[src/rtl/build_info_pkg.sv]
// Shared types and helpers for the build-info UART reporter.
package build_info_pkg;

  typedef enum logic [1:0] {
    IDLE,
    SEND,
    WAIT_BYTE,
    FINISH
  } state_e;

  localparam int unsigned MSG_LEN  = 33;
  localparam logic [5:0]  LAST_IDX = 6'(MSG_LEN - 1);

  function automatic logic [7:0] nib2ascii(input logic [3:0] n);
    if (n < 4'd10) return 8'h30 + {4'h0, n};
    else           return 8'h41 + {4'h0, n} - 8'd10;
  endfunction

endpackage

[src/rtl/uart_tx_byte.sv]
// 8N1 byte serializer; each bit is held DIV clock cycles, line idles high.
module uart_tx_byte #(
  parameter int unsigned DIV = 868
) (
  input  logic       clk100,
  input  logic       rst,
  input  logic [7:0] data_i,
  input  logic       valid_i,
  output logic       ready_o,
  output logic       tx_o
);

  localparam int unsigned    CW        = (DIV > 1) ? $clog2(DIV) : 1;
  localparam logic [CW-1:0]  BAUD_LAST = CW'(DIV - 1);

  logic          active_q, active_d;
  logic [9:0]    sh_q, sh_d;
  logic [3:0]    bit_q, bit_d;
  logic [CW-1:0] baud_q, baud_d;
  logic          tx_q, tx_d;
  logic          bit_end, frame_end;

  // ready also rises in the final stop-bit cycle so a waiting byte can follow without a gap
  always_comb begin
    bit_end   = active_q && (baud_q == BAUD_LAST);
    frame_end = bit_end && (bit_q == 4'd9);
    ready_o   = !active_q || frame_end;
    active_d  = active_q;
    sh_d      = sh_q;
    bit_d     = bit_q;
    baud_d    = baud_q;
    tx_d      = tx_q;
    if (valid_i && ready_o) begin
      active_d = 1'b1;
      sh_d     = {1'b1, data_i, 1'b0};
      bit_d    = '0;
      baud_d   = '0;
      tx_d     = 1'b0;
    end else if (frame_end) begin
      active_d = 1'b0;
      bit_d    = '0;
      baud_d   = '0;
      tx_d     = 1'b1;
    end else if (bit_end) begin
      baud_d = '0;
      bit_d  = bit_q + 4'd1;
      sh_d   = {1'b1, sh_q[9:1]};
      tx_d   = sh_q[1];
    end else if (active_q) begin
      baud_d = baud_q + 1'b1;
    end
  end

  always_ff @(posedge clk100 or posedge rst) begin
    if (rst) begin
      active_q <= 1'b0;
      sh_q     <= '1;
      bit_q    <= '0;
      baud_q   <= '0;
      tx_q     <= 1'b1;
    end else begin
      active_q <= active_d;
      sh_q     <= sh_d;
      bit_q    <= bit_d;
      baud_q   <= baud_d;
      tx_q     <= tx_d;
    end
  end

  assign tx_o = tx_q;

endmodule

[src/rtl/build_info_uart.sv]
// Sends "GH=<16 hex> TS=<8 hex>\r\n" over UART once per accepted start request.
module build_info_uart
  import build_info_pkg::*;
#(
  parameter int unsigned CLK_FREQ_HZ = 100_000_000,
  parameter int unsigned BAUD        = 115200
) (
  input  logic        clk100,
  input  logic        rst,
  input  logic [63:0] git_hash_i,
  input  logic [31:0] timestamp_i,
  input  logic        start_i,
  output logic        tx_o,
  output logic        busy_o,
  output logic        done_o
);

  localparam int unsigned DIV = CLK_FREQ_HZ / BAUD;

  state_e      state_q, state_d;
  logic [5:0]  idx_q, idx_d;
  logic [63:0] hash_q, hash_d;
  logic [31:0] ts_q, ts_d;
  logic        armed_q, armed_d;
  logic        done_q, done_d;
  logic        accept;
  logic        tx_valid, tx_ready;
  logic [7:0]  byte_data;
  logic [3:0]  hnib;
  logic [2:0]  tnib;
  logic [63:0] hash_sh;
  logic [31:0] ts_sh;

  always_ff @(posedge clk100 or posedge rst) begin
    if (rst) begin
      state_q <= IDLE;
      idx_q   <= '0;
      hash_q  <= '0;
      ts_q    <= '0;
      armed_q <= 1'b0;
      done_q  <= 1'b0;
    end else begin
      state_q <= state_d;
      idx_q   <= idx_d;
      hash_q  <= hash_d;
      ts_q    <= ts_d;
      armed_q <= armed_d;
      done_q  <= done_d;
    end
  end

  // armed_q keeps start_i blind for the first cycle after reset release
  always_comb begin
    accept  = (state_q == IDLE) && start_i && armed_q;
    state_d = state_q;
    idx_d   = idx_q;
    hash_d  = hash_q;
    ts_d    = ts_q;
    armed_d = 1'b1;
    case (state_q)
      IDLE: if (accept) begin
        state_d = SEND;
        idx_d   = '0;
        hash_d  = git_hash_i;
        ts_d    = timestamp_i;
      end
      SEND: if (tx_ready) state_d = WAIT_BYTE;
      WAIT_BYTE: if (tx_ready) begin
        if (idx_q == LAST_IDX) begin
          state_d = FINISH;
        end else begin
          state_d = SEND;
          idx_d   = idx_q + 6'd1;
        end
      end
      FINISH:  state_d = IDLE;
      default: state_d = IDLE;
    endcase
  end

  always_comb begin
    busy_o   = (state_q != IDLE);
    tx_valid = (state_q == SEND);
    done_d   = (state_q == FINISH);
  end

  // Shifting the snapshot left by the digit position puts the wanted nibble on top
  always_comb begin
    hnib    = 4'(idx_q - 6'd3);
    tnib    = 3'(idx_q - 6'd23);
    hash_sh = hash_q << {hnib, 2'b00};
    ts_sh   = ts_q << {tnib, 2'b00};
    case (idx_q) inside
      6'd0:            byte_data = 8'h47;
      6'd1:            byte_data = 8'h48;
      6'd2:            byte_data = 8'h3D;
      [6'd3:6'd18]:    byte_data = nib2ascii(hash_sh[63:60]);
      6'd19:           byte_data = 8'h20;
      6'd20:           byte_data = 8'h54;
      6'd21:           byte_data = 8'h53;
      6'd22:           byte_data = 8'h3D;
      [6'd23:6'd30]:   byte_data = nib2ascii(ts_sh[31:28]);
      6'd31:           byte_data = 8'h0D;
      default:         byte_data = 8'h0A;
    endcase
  end

  uart_tx_byte #(
    .DIV(DIV)
  ) u_tx (
    .clk100  (clk100),
    .rst     (rst),
    .data_i  (byte_data),
    .valid_i (tx_valid),
    .ready_o (tx_ready),
    .tx_o    (tx_o)
  );

  assign done_o = done_q;

endmodule

[config.mk]
export PLATFORM = sky130hd
export DESIGN_NAME = build_info_uart
export DESIGN_NICKNAME = d
export VERILOG_FILES = /design/src/rtl/build_info_pkg.sv /design/src/rtl/uart_tx_byte.sv /design/src/rtl/build_info_uart.sv
export SDC_FILE = /design/constraint.sdc
export NUM_CORES = 1
export LEC_CHECK = 0
export CAP_MARGIN = 15
export CORE_ASPECT_RATIO = 0.6
export CORE_MARGIN = 10
export CORE_UTILIZATION = 45
export DETAILED_ROUTE_END_ITERATION = 10
export HOLD_SLACK_MARGIN = 0.08
export PLACE_DENSITY = 0.68
export SLEW_MARGIN = 10
export SYNTH_ARGS = -nofsm -noshare
export SYNTH_HDL_FRONTEND = slang
export SYNTH_SLANG_ARGS = --single-unit
[constraint.sdc]
create_clock -name clk100 -period 9.3 [get_ports clk100]
set_input_delay 2.325 -clock clk100 [delete_from_list [all_inputs] [get_ports clk100]]
set_output_delay 2.325 -clock clk100 [all_outputs]
set_load 0.01 [all_outputs]
Word level (Yosys, flattened, before mapping)
Index checks and enable logic that the tools add are counted.
{"block": "op_classes", "add_sub_neg": 11, "mul": 0, "n_div": 0, "order_cmp": 6, "eq_ne": 18, "n_shift": 2, "n_mux": 36, "n_bitwise": 0, "n_reduce_logical": 21}
{"operator": "$mux W8", "count": 11}
{"operator": "$mux W10", "count": 7}
{"operator": "$shl A64 B6 Y64", "count": 1}
{"operator": "$shl A32 B5 Y32", "count": 1}
{"operator": "$eq A6 B5 Y1 const B", "count": 5}
{"operator": "$mux W6", "count": 3}
{"operator": "$add A7 B4 Y8 const A", "count": 2}
{"operator": "$sub A8 B4 Y8 const B", "count": 2}
{"operator": "$add A6 B4 Y7 const A", "count": 2}
{"operator": "$le A6 B5 Y1 const B", "count": 2}
{"operator": "$mux W4", "count": 3}
{"operator": "$pmux W6 S2", "count": 1}
{"operator": "$add A10 B1 Y10 const B", "count": 1}
{"operator": "$eq A10 B10 Y1 const B", "count": 1}
{"operator": "$ne A2 B2 Y1 const B", "count": 5}
{"operator": "$lt A4 B4 Y1 const B", "count": 2}
{"operator": "$mux W2", "count": 4}
{"operator": "$pmux W2 S4", "count": 1}
{"operator": "$reduce_bool A2 Y1", "count": 4}
{"operator": "$logic_and A1 B1 Y1", "count": 7}
{"operator": "$add A6 B1 Y6 const B", "count": 1}
{"operator": "$eq A6 B1 Y1 const B", "count": 1}
{"operator": "$eq A6 B2 Y1 const B", "count": 1}
{"operator": "$eq A6 B6 Y1 const B", "count": 1}
{"operator": "19 further kinds", "count": 25}
{"block": "word_totals", "ff_bits": 132, "latch_bits": 0, "ramBits": 0, "romBits": 0, "inputBits": 99, "out_inout_bits": 3, "wordCells": 105, "memories": 0}

Depth between registers and ports, before layout
Gate-level depths: netlist of run 1.
{"block": "logic_depth", "word_depth": 15, "mapped_depth": 14, "mapped_depth_nobuf": 11}

Hierarchy
A second synthesis of run 1 with hierarchy kept.
{"block": "unflattened", "cells_unflattened": 554, "hier_area_um2": 6885.4}
{"mod": "build_info_uart", "instances": 1, "cells_per_inst": 435, "area_each_um2": 5559.1, "seq_area_each_um2": 2652.5}
{"mod": "uart_tx_byte", "instances": 1, "cells_per_inst": 119, "area_each_um2": 1326.3, "seq_area_each_um2": 611.8}

Worst setup path before layout of run 1
OpenSTA, ideal clock, no wires.
{"block": "synth_timing", "kind": "input port to flip-flop", "startpoint": "input start_i", "endpoint": "register ts_q[21]", "setup_ns": 0.065, "arrival_time_ns": 3.376, "required_time_ns": 9.235, "slack_ns": 5.859, "cell_stages": 6, "path_buffers": 3, "path_cell_list": "and3_1 > clkbuf_1 > clkbuf_1 > buf_1 > nand2_1 > nand2_1"}
{"block": "synth_between", "elab_chain_len": 3}
{"element": "from (decl)", "line_no": "build_info_uart.sv:12", "source": "input logic start_i,"}
{"element": "$logic_and A1 B1 Y1 (2 in a row)", "line_no": "build_info_uart.sv:54", "source": "accept = (state_q == IDLE) && start_i && armed_q;"}
{"element": "$reduce_and A2 Y1 (no source line)"}
{"element": "to (signal assigned)", "line_no": "build_info_uart.sv:46", "source": "ts_q <= ts_d;"}
{"element": "to (decl)", "line_no": "build_info_uart.sv:23", "source": "logic [31:0] ts_q, ts_d;"}
No other way between the ends.
A chain may end at the register's enable or synchronous reset.

Worst setup path in the final report of run 1
{"block": "layout_timing", "startpoint": "register idx_q[0]", "endpoint": "register u_tx.sh_q[7]"}
{"block": "layout_between", "elab_chain_len": 15, "elab_cells_between_ends": 37, "cone_classes": "add/sub: 8; order compare: 6; eq/ne: 6; shift: 2; mux: 12; reduce/logical: 3"}
{"element": "from (decl)", "line_no": "build_info_uart.sv:21", "source": "logic [5:0] idx_q, idx_d;"}
{"element": "from (signal assigned)", "line_no": "build_info_uart.sv:44", "source": "idx_q <= idx_d;"}
{"element": "$sub A3 B3 Y3", "line_no": "build_info_uart.sv:90", "source": "tnib = 3'(idx_q - 6'd23);"}
{"element": "$shl A32 B5 Y32", "line_no": "build_info_uart.sv:92", "source": "ts_sh = ts_q << {tnib, 2'b00};"}
{"element": "$add A7 B4 Y8", "line_no": "build_info_pkg.sv:16", "source": "else return 8'h41 + {4'h0, n} - 8'd10;"}
{"element": "$sub A8 B4 Y8", "line_no": "build_info_pkg.sv:16"}
{"element": "$mux W8", "line_no": "build_info_pkg.sv:15", "source": "if (n < 4'd10) return 8'h30 + {4'h0, n};"}
{"element": "$mux W8 (8 in a row)", "line_no": "build_info_uart.sv:93", "source": "case (idx_q) inside"}
{"element": "$mux W8 *", "line_no": "build_info_uart.sv:93"}
{"element": "$mux W10 *", "line_no": "uart_tx_byte.sv:33", "source": "if (valid_i && ready_o) begin"}
{"element": "to (signal assigned)", "line_no": "uart_tx_byte.sv:57", "source": "sh_q <= '1;"}
{"element": "to (signal assigned)", "line_no": "uart_tx_byte.sv:63", "source": "sh_q <= sh_d;"}
{"element": "to (decl)", "line_no": "uart_tx_byte.sv:17", "source": "logic [9:0] sh_q, sh_d;"}
Mark *: on every way between the ends. The rest lies on a longest branch, timed or not.

==> flow_summary_export.csv, run 1 <==
group,metric,value,unit
global_route,grt_max_degree,100,
global_route,track_usage,0.1776,
synthesis,async_flop_share,1.000,
synthesis,ys_ff_latch,130,
clock_network,cts_root_buf,"clkbuf_16",
clock_network,clk_latency,430,ps
sta,hold_violations,0,
cells_and_area,layout_common_cells,"317 x nand2_1, 121 x dfrtp_1, 101 x clkdlybuf4s50_1, 26 x nor2_1, 23 x a21oi_1",
critical_path,r2r_cells,12,
die,io_pins,102,
synthesis,synth_ff_type,"dfrtp_1",
placement,dp_hpwl,12770,um
critical_path,rr_endpoint,"u_tx.sh_q[7]",
sta,relSlewSlack,0.3372,
routing,drcViolationCount,0,
cells_and_area,final_util,0.5824,
cells_and_area,regArea,3264,sq um
sta,slew_violations,0,
critical_path,path_buf_inv,2,
sta,fmax,227.8,MHz
clock_network,cts_buffers,17,
worst_hold_path,min_path_type,"flop to flop",
critical_path,critPathMaxStageDelay,750,ps
routing,viasPerCell,5.358,
pwr,p_per_area,150.2,nW/um^2
routing,initialDrtViolationCount,500,
synthesis,yosys.area.top_type_share,0.4462,
clock_network,clk_path_buf_depth,2,
global_route,grt_pass1_vias,5642,
cells_and_area,final_common_cell,"nand2_1",
global_route,overflow,0,
die,start_util,0.4637,
critical_path,rrSetupSlack,4910,ps
cells_and_area,area_growth,25.61,%
sta,setup_viol,0,
clock_network,cts_tree,"built",
global_route,grt_antenna_before_repair,0,
die,rows,34,
die,die_x,178.5,um
critical_path,crit_top_cell,"ha_1",
synthesis,syn_nets,856,
sta,fin_crit_sh,0.4721,
critical_path,cp_top_family,"compound AO/OA/AOI/OAI gates",
critical_path,critPathRequiredTime,9630,ps
critical_path,cp-endpoint,"u_tx.sh_q[7]",
sta,grt_setup_unrepaired,"false",
die,fp.dieH,115.1,um
synthesis,syn_area,6785,sq um
critical_path,crit_slowest_cell,"dfrtp_1",
critical_path,endpoint_kind,"flop",
critical_path,crit_type,"flop to flop",
placement,place.gp.congestion,0.9121,
cells_and_area,antennaDiodeCount,0,
critical_path,timing.rr.start,"idx_q[0]",
clock_network,post-cts-setup-buffers,0,
critical_path,critical_path.max_fanout,14,
critical_path,crit_path_start,"idx_q[0]",
clock_network,clock_sinks,130,
synthesis,ys_types,70,
placement,place_ws,4355,ps
routing,routed_wl,17570,um
sta,final.setup.tns,0,ps
sta,tightest_slew,994.2,ps
synthesis,synth-edff-count,0,
run_status,status,"completed",
sta,period_minus_slack,4390,ps
sta,whs,469.6,ps
pwr,irDropWorstVdd,0.1154,mV
synthesis,synth_top_cell_by_area,"dfrtp_1",
clock_network,hold_buffers,0,
routing,ant_nets,0,
synthesis,yosysWarnings,0,
sta,fin_ws,4910,ps
routing,firstDrtPassIters,4,
critical_path,crit_cells,12,
critical_path,arrival,4730,ps
cells_and_area,multi_input_area,3296,sq um
synthesis,syn_inst,748,
synthesis,ys_top_cells_by_area,"dfrtp_1 45%, nand2_1 18%, mux4_2 6.3%, dfstp_2 3.5%, a21oi_1 1.7%",
sta,fin_skew,17.92,ps
clock_network,cts.repair.resized,0,
synthesis,avgSynthCellArea,9.071,sq um
cells_and_area,fillers,1283,
cells_and_area,drive_gt1_frac,0.09658,
job,max-cap-violations,0,
cells_and_area,final_nets,944,
critical_path,critPathLaunchType,"flop",
die,core_area,14630,sq um
clock_network,htree_num_levels,4,
pwr,p_leak,4.042,nW
global_route,grt_pass1_wl,29420,um
synthesis,yosysSeqAreaShare,0.4811,
critical_path,cp_cell_sequence,"buf_4 -> ha_1 -> xor2_4 -> mux4_2 -> nand2_1 -> a211oi_1 -> inv_1 -> ha_1 -> a2111oi_0 -> o221ai_1 -> a31oi_1 -> a2bb2oi_1",
placement,port_buffers,101,
routing,wl_per_cell,16.78,um
die,dieArea,20550,sq um
clock_network,cts.clk_slew.worst_paths,70,ps
routing,vias,5610,
==> cell usage after synthesis, drive strengths merged, types with 2 or more instances <==
cell,number
clkbuf,26
a211o,3
and2,3
and3,5
and4b,2
nand2,317
a31oi,5
nand2b,7
o21ai,23
buf,12
nor4bb,3
a21o,4
a211oi,2
xor2,6
inv,16
mux2i,10
ha,9
or4,2
nand4,6
and3b,2
dfstp,9
a2111oi,2
mux4,23
nor2,27
xnor2,6
or3,3
dfrtp,121
o211ai,8
nor2b,5
o31ai,3
a21oi,24
nand3,23
nor3,4
mux2,2
nor4,4
==> kinds of logic after synthesis <==
logic type / after synthesis / synth area share
buf+inv: 54 / 0.03596
other cells: 1 / 0.0005527
mux: 35 / 0.09847
compound gates: 90 / 0.08667
xor+xnor: 12 / 0.02213
simple gates: 417 / 0.2585
fa+ha+maj: 9 / 0.01660
flops: 130 / 0.4811
==> registers in the layout (all words and copies together), names as in the netlist <==
signal,flops
hash_q,64
ts_q,32
u_tx.baud_q,10
u_tx.sh_q,8
idx_q,6
u_tx.bit_q,4
state_q,2
armed_q,1
done_o,1
u_tx.active_q,1
u_tx.tx_o,1
==> stage by stage <==
| stage | power (mW) | instance area [sq um] | std cells |
|---|---|---|---|
| global route | 1.319 | 8523 | 1047 |
| floorplan | 0.5851 | 6785 | 748 |
| detailed placement | 0.6309 | 7918 | 1014 |
| CTS | 1.288 | 8502 | 1046 |
| finish | 1.280 | 8523 | 1047 |
| global placement | 0.6301 | 7918 | 1014 |
==> worst register-to-register path, stage by stage (launching register included) <==
cell and delay [ps]:
dfrtp_1 750, buf_4 350, ha_1 570, xor2_4 360
mux4_2 260, nand2_1 80, a211oi_1 430, inv_1 140
ha_1 260, a2111oi_0 330, o221ai_1 330, a31oi_1 260
a2bb2oi_1 190
==> worst min path at each step <==
stage,start,to,slack (ps),cells after the start
final,hash_q[43],hash_q[43],470,2
after global routing,hash_q[43],hash_q[43],500,2
after CTS,hash_q[43],hash_q[43],470,2
after detailed placement,hash_q[43],hash_q[43],460,2
after global placement,ts_q[23],ts_q[23],450,2
after floorplan,hash_q[32],hash_q[32],440,2
==> area by class of cell <==
type,count,share of cell area
clock buffer,17,0.04991
tap,198,0.02907
sequential,130,0.3830
inverter,16,0.007340
timing repair buffer,107,0.1254
multi-input combinational,564,0.3867
clock inverter,15,0.01864
==> power by group <==
group | internal (mW) | switching (mW) | leakage, nW
clock network | 0.361 | 0.299 | 0.288
logic | 0.0365 | 0.0174 | 1.99
registers | 0.566 | 0.000244 | 1.76
==> per-layer routing <==
layer	GRT usage	wire, um	up-vias
li1	-	-	2710
met1	0.2575	8694	2685
met2	0.2532	7375	203
met3	0.05730	1394	12
met4	0.03840	107	0
met5	0	0	-
Power figures use the tool's default switching activity.
==> run 2, diff against run 1 <==
clock period = 4.5 ns   (was 9.3 ns; I/O delays follow)
==> flow_summary_export.csv, run 2 (same netlist as run 1, synthesis figures left out) <==
group,metric,value,unit
critical_path,endpoint_kind,"flop",
routing,ant_nets,0,
die,fp.dieH,115.1,um
critical_path,crit_slowest_cell,"ha_1",
die,start_util,0.4637,
sta,fin_crit_sh,0.8205,
sta,grt_setup_unrepaired,"false",
critical_path,critical_path.max_fanout,9,
worst_hold_path,min_path_type,"flop to flop",
cells_and_area,drive_gt1_frac,0.09316,
cells_and_area,fillers,1280,
routing,vias,5576,
pwr,p_per_area,317.7,nW/um^2
sta,whs,471.3,ps
sta,setup_viol,0,
critical_path,path_buf_inv,1,
global_route,grt_antenna_before_repair,0,
clock_network,post-cts-setup-buffers,0,
clock_network,htree_num_levels,4,
critical_path,cp_cell_sequence,"ha_1 -> xor2_4 -> mux4_2 -> nand2_1 -> a211oi_1 -> inv_1 -> ha_1 -> a2111oi_0 -> o221ai_1 -> a31oi_1 -> a2bb2oi_1",
cells_and_area,final_nets,943,
routing,firstDrtPassIters,7,
clock_network,hold_buffers,0,
sta,slew_violations,0,
sta,fin_ws,807.8,ps
sta,relSlewSlack,0.2321,
placement,dp.cells,1014,
clock_network,cts_buffers,17,
routing,wl_per_cell,16.69,um
critical_path,critPathMaxStageDelay,560,ps
job,max-cap-violations,0,
placement,place_ws,934.9,ps
clock_network,cts.clk_slew.worst_paths,60,ps
pwr,finalPower,2.713,mW
critical_path,crit_type,"flop to flop",
cells_and_area,top_register,"hash_q",
cells_and_area,largest_register_ffs,64,
pwr,irDropWorstVdd,0.1950,mV
placement,dp_hpwl,12510,um
sta,final.setup.tns,0,ps
cells_and_area,layout_common_cells,"317 x nand2_1, 121 x dfrtp_1, 101 x clkdlybuf4s50_1, 26 x nor2_1, 23 x a21oi_1",
die,dieArea,20550,sq um
routing,viasPerCell,5.331,
sta,fin_skew,13.09,ps
critical_path,crit_top_cell,"ha_1",
cells_and_area,final_common_cell,"nand2_1",
critical_path,cp_top_family,"compound AO/OA/AOI/OAI gates",
placement,place.gp.congestion,0.9034,
cells_and_area,top_regs,"hash_q (64), ts_q (32), u_tx.baud_q (10)",
routing,initialDrtViolationCount,528,
clock_network,clk_path_buf_depth,2,
sta,tightest_slew,1141,ps
global_route,overflow,0,
global_route,track_usage,0.1777,
global_route,grt_max_degree,131,
critical_path,arrival,4030,ps
pwr,p_leak,4.035,nW
cells_and_area,multi_input_area,3294,sq um
die,die_x,178.5,um
placement,port_buffers,101,
critical_path,critPathRequiredTime,4840,ps
global_route,grt_pass1_vias,5622,
die,core_area,14630,sq um
cells_and_area,antennaDiodeCount,0,
cells_and_area,area_growth,25.83,%
critical_path,critPathLaunchType,"flop",
die,io_pins,102,
clock_network,clock_sinks,130,
clock_network,cts.repair.resized,0,
routing,drcViolationCount,0,
clock_network,clk_latency,420,ps
run_status,status,"completed",
sta,period_minus_slack,3692,ps
cells_and_area,regArea,3264,sq um
cells_and_area,instances_no_fill,1046,
sta,hold_violations,0,
sta,fmax,270.8,MHz
global_route,grt_pass1_wl,29260,um
clock_network,cts_tree,"built",
clock_network,cts_root_buf,"clkbuf_16",
die,rows,34,
routing,routed_wl,17460,um
==> run 2: cell count changes in the layout (fill, tap and decap cells not counted), sizes merged <==
cell,delta
inv,-7
bufinv,+3
clkbuf,+2
clkinvlp,+2
buf,-1
==> run 2: path summary, 6_finish.rpt <==
kind / end / depth (start not counted) / start / slack (ps)
max: u_tx.sh_q[7] / 11 / idx_q[1] / 810
min: hash_q[50] / 2 / hash_q[50] / 470
max reg2reg: u_tx.sh_q[7] / 11 / idx_q[1] / 810
min reg2reg: hash_q[50] / 2 / hash_q[50] / 470
max in group asynchronous: u_tx.baud_q[3] / 3 / rst / 2750
min in group asynchronous: hash_q[14] / 3 / rst / 1260
==> run 2: area by class of cell <==
| cell class | instances | area share |
|---|---|---|
| clock buffers | 19 | 0.05070 |
| clock inverters | 13 | 0.02037 |
| inverters | 16 | 0.007474 |
| multi-input cells | 564 | 0.3858 |
| flip-flops and latches | 130 | 0.3823 |
| well taps | 198 | 0.02902 |
| repair buffers | 106 | 0.1243 |
==> run 2: through the flow <==
step | instance area [sq um] | util
floorplan | 6789 | -
finish | 8538 | 0.5834
global placement | 7931 | 0.5420
CTS | 8538 | 0.5834
global route | 8538 | 0.5834
detailed placement | 7931 | 0.5420
==> run 2: worst reg2reg max path, stage by stage (launching register included) <==
cell and delay (ps):
dfrtp_1 500, ha_1 560, xor2_4 350, mux4_2 260, nand2_1 90, a211oi_1 450, inv_1 160, ha_1 260
a2111oi_0 340, o221ai_1 270, a31oi_1 210, a2bb2oi_1 170
==> run 2: power breakdown <==
part / internal [mW] / switching (mW)
logic: 0.0765 / 0.0346
registers: 1.17 / 0.000620
clock network: 0.883 / 0.549
==> run 2: routing by layer <==
metal,global-route usage,vias up,share of wire
li1,-,2709,-
met1,0.2538,2689,0.50
met2,0.2530,165,0.42
met3,0.06058,13,0.070
met4,0.04388,0,0.0092
met5,0,-,0
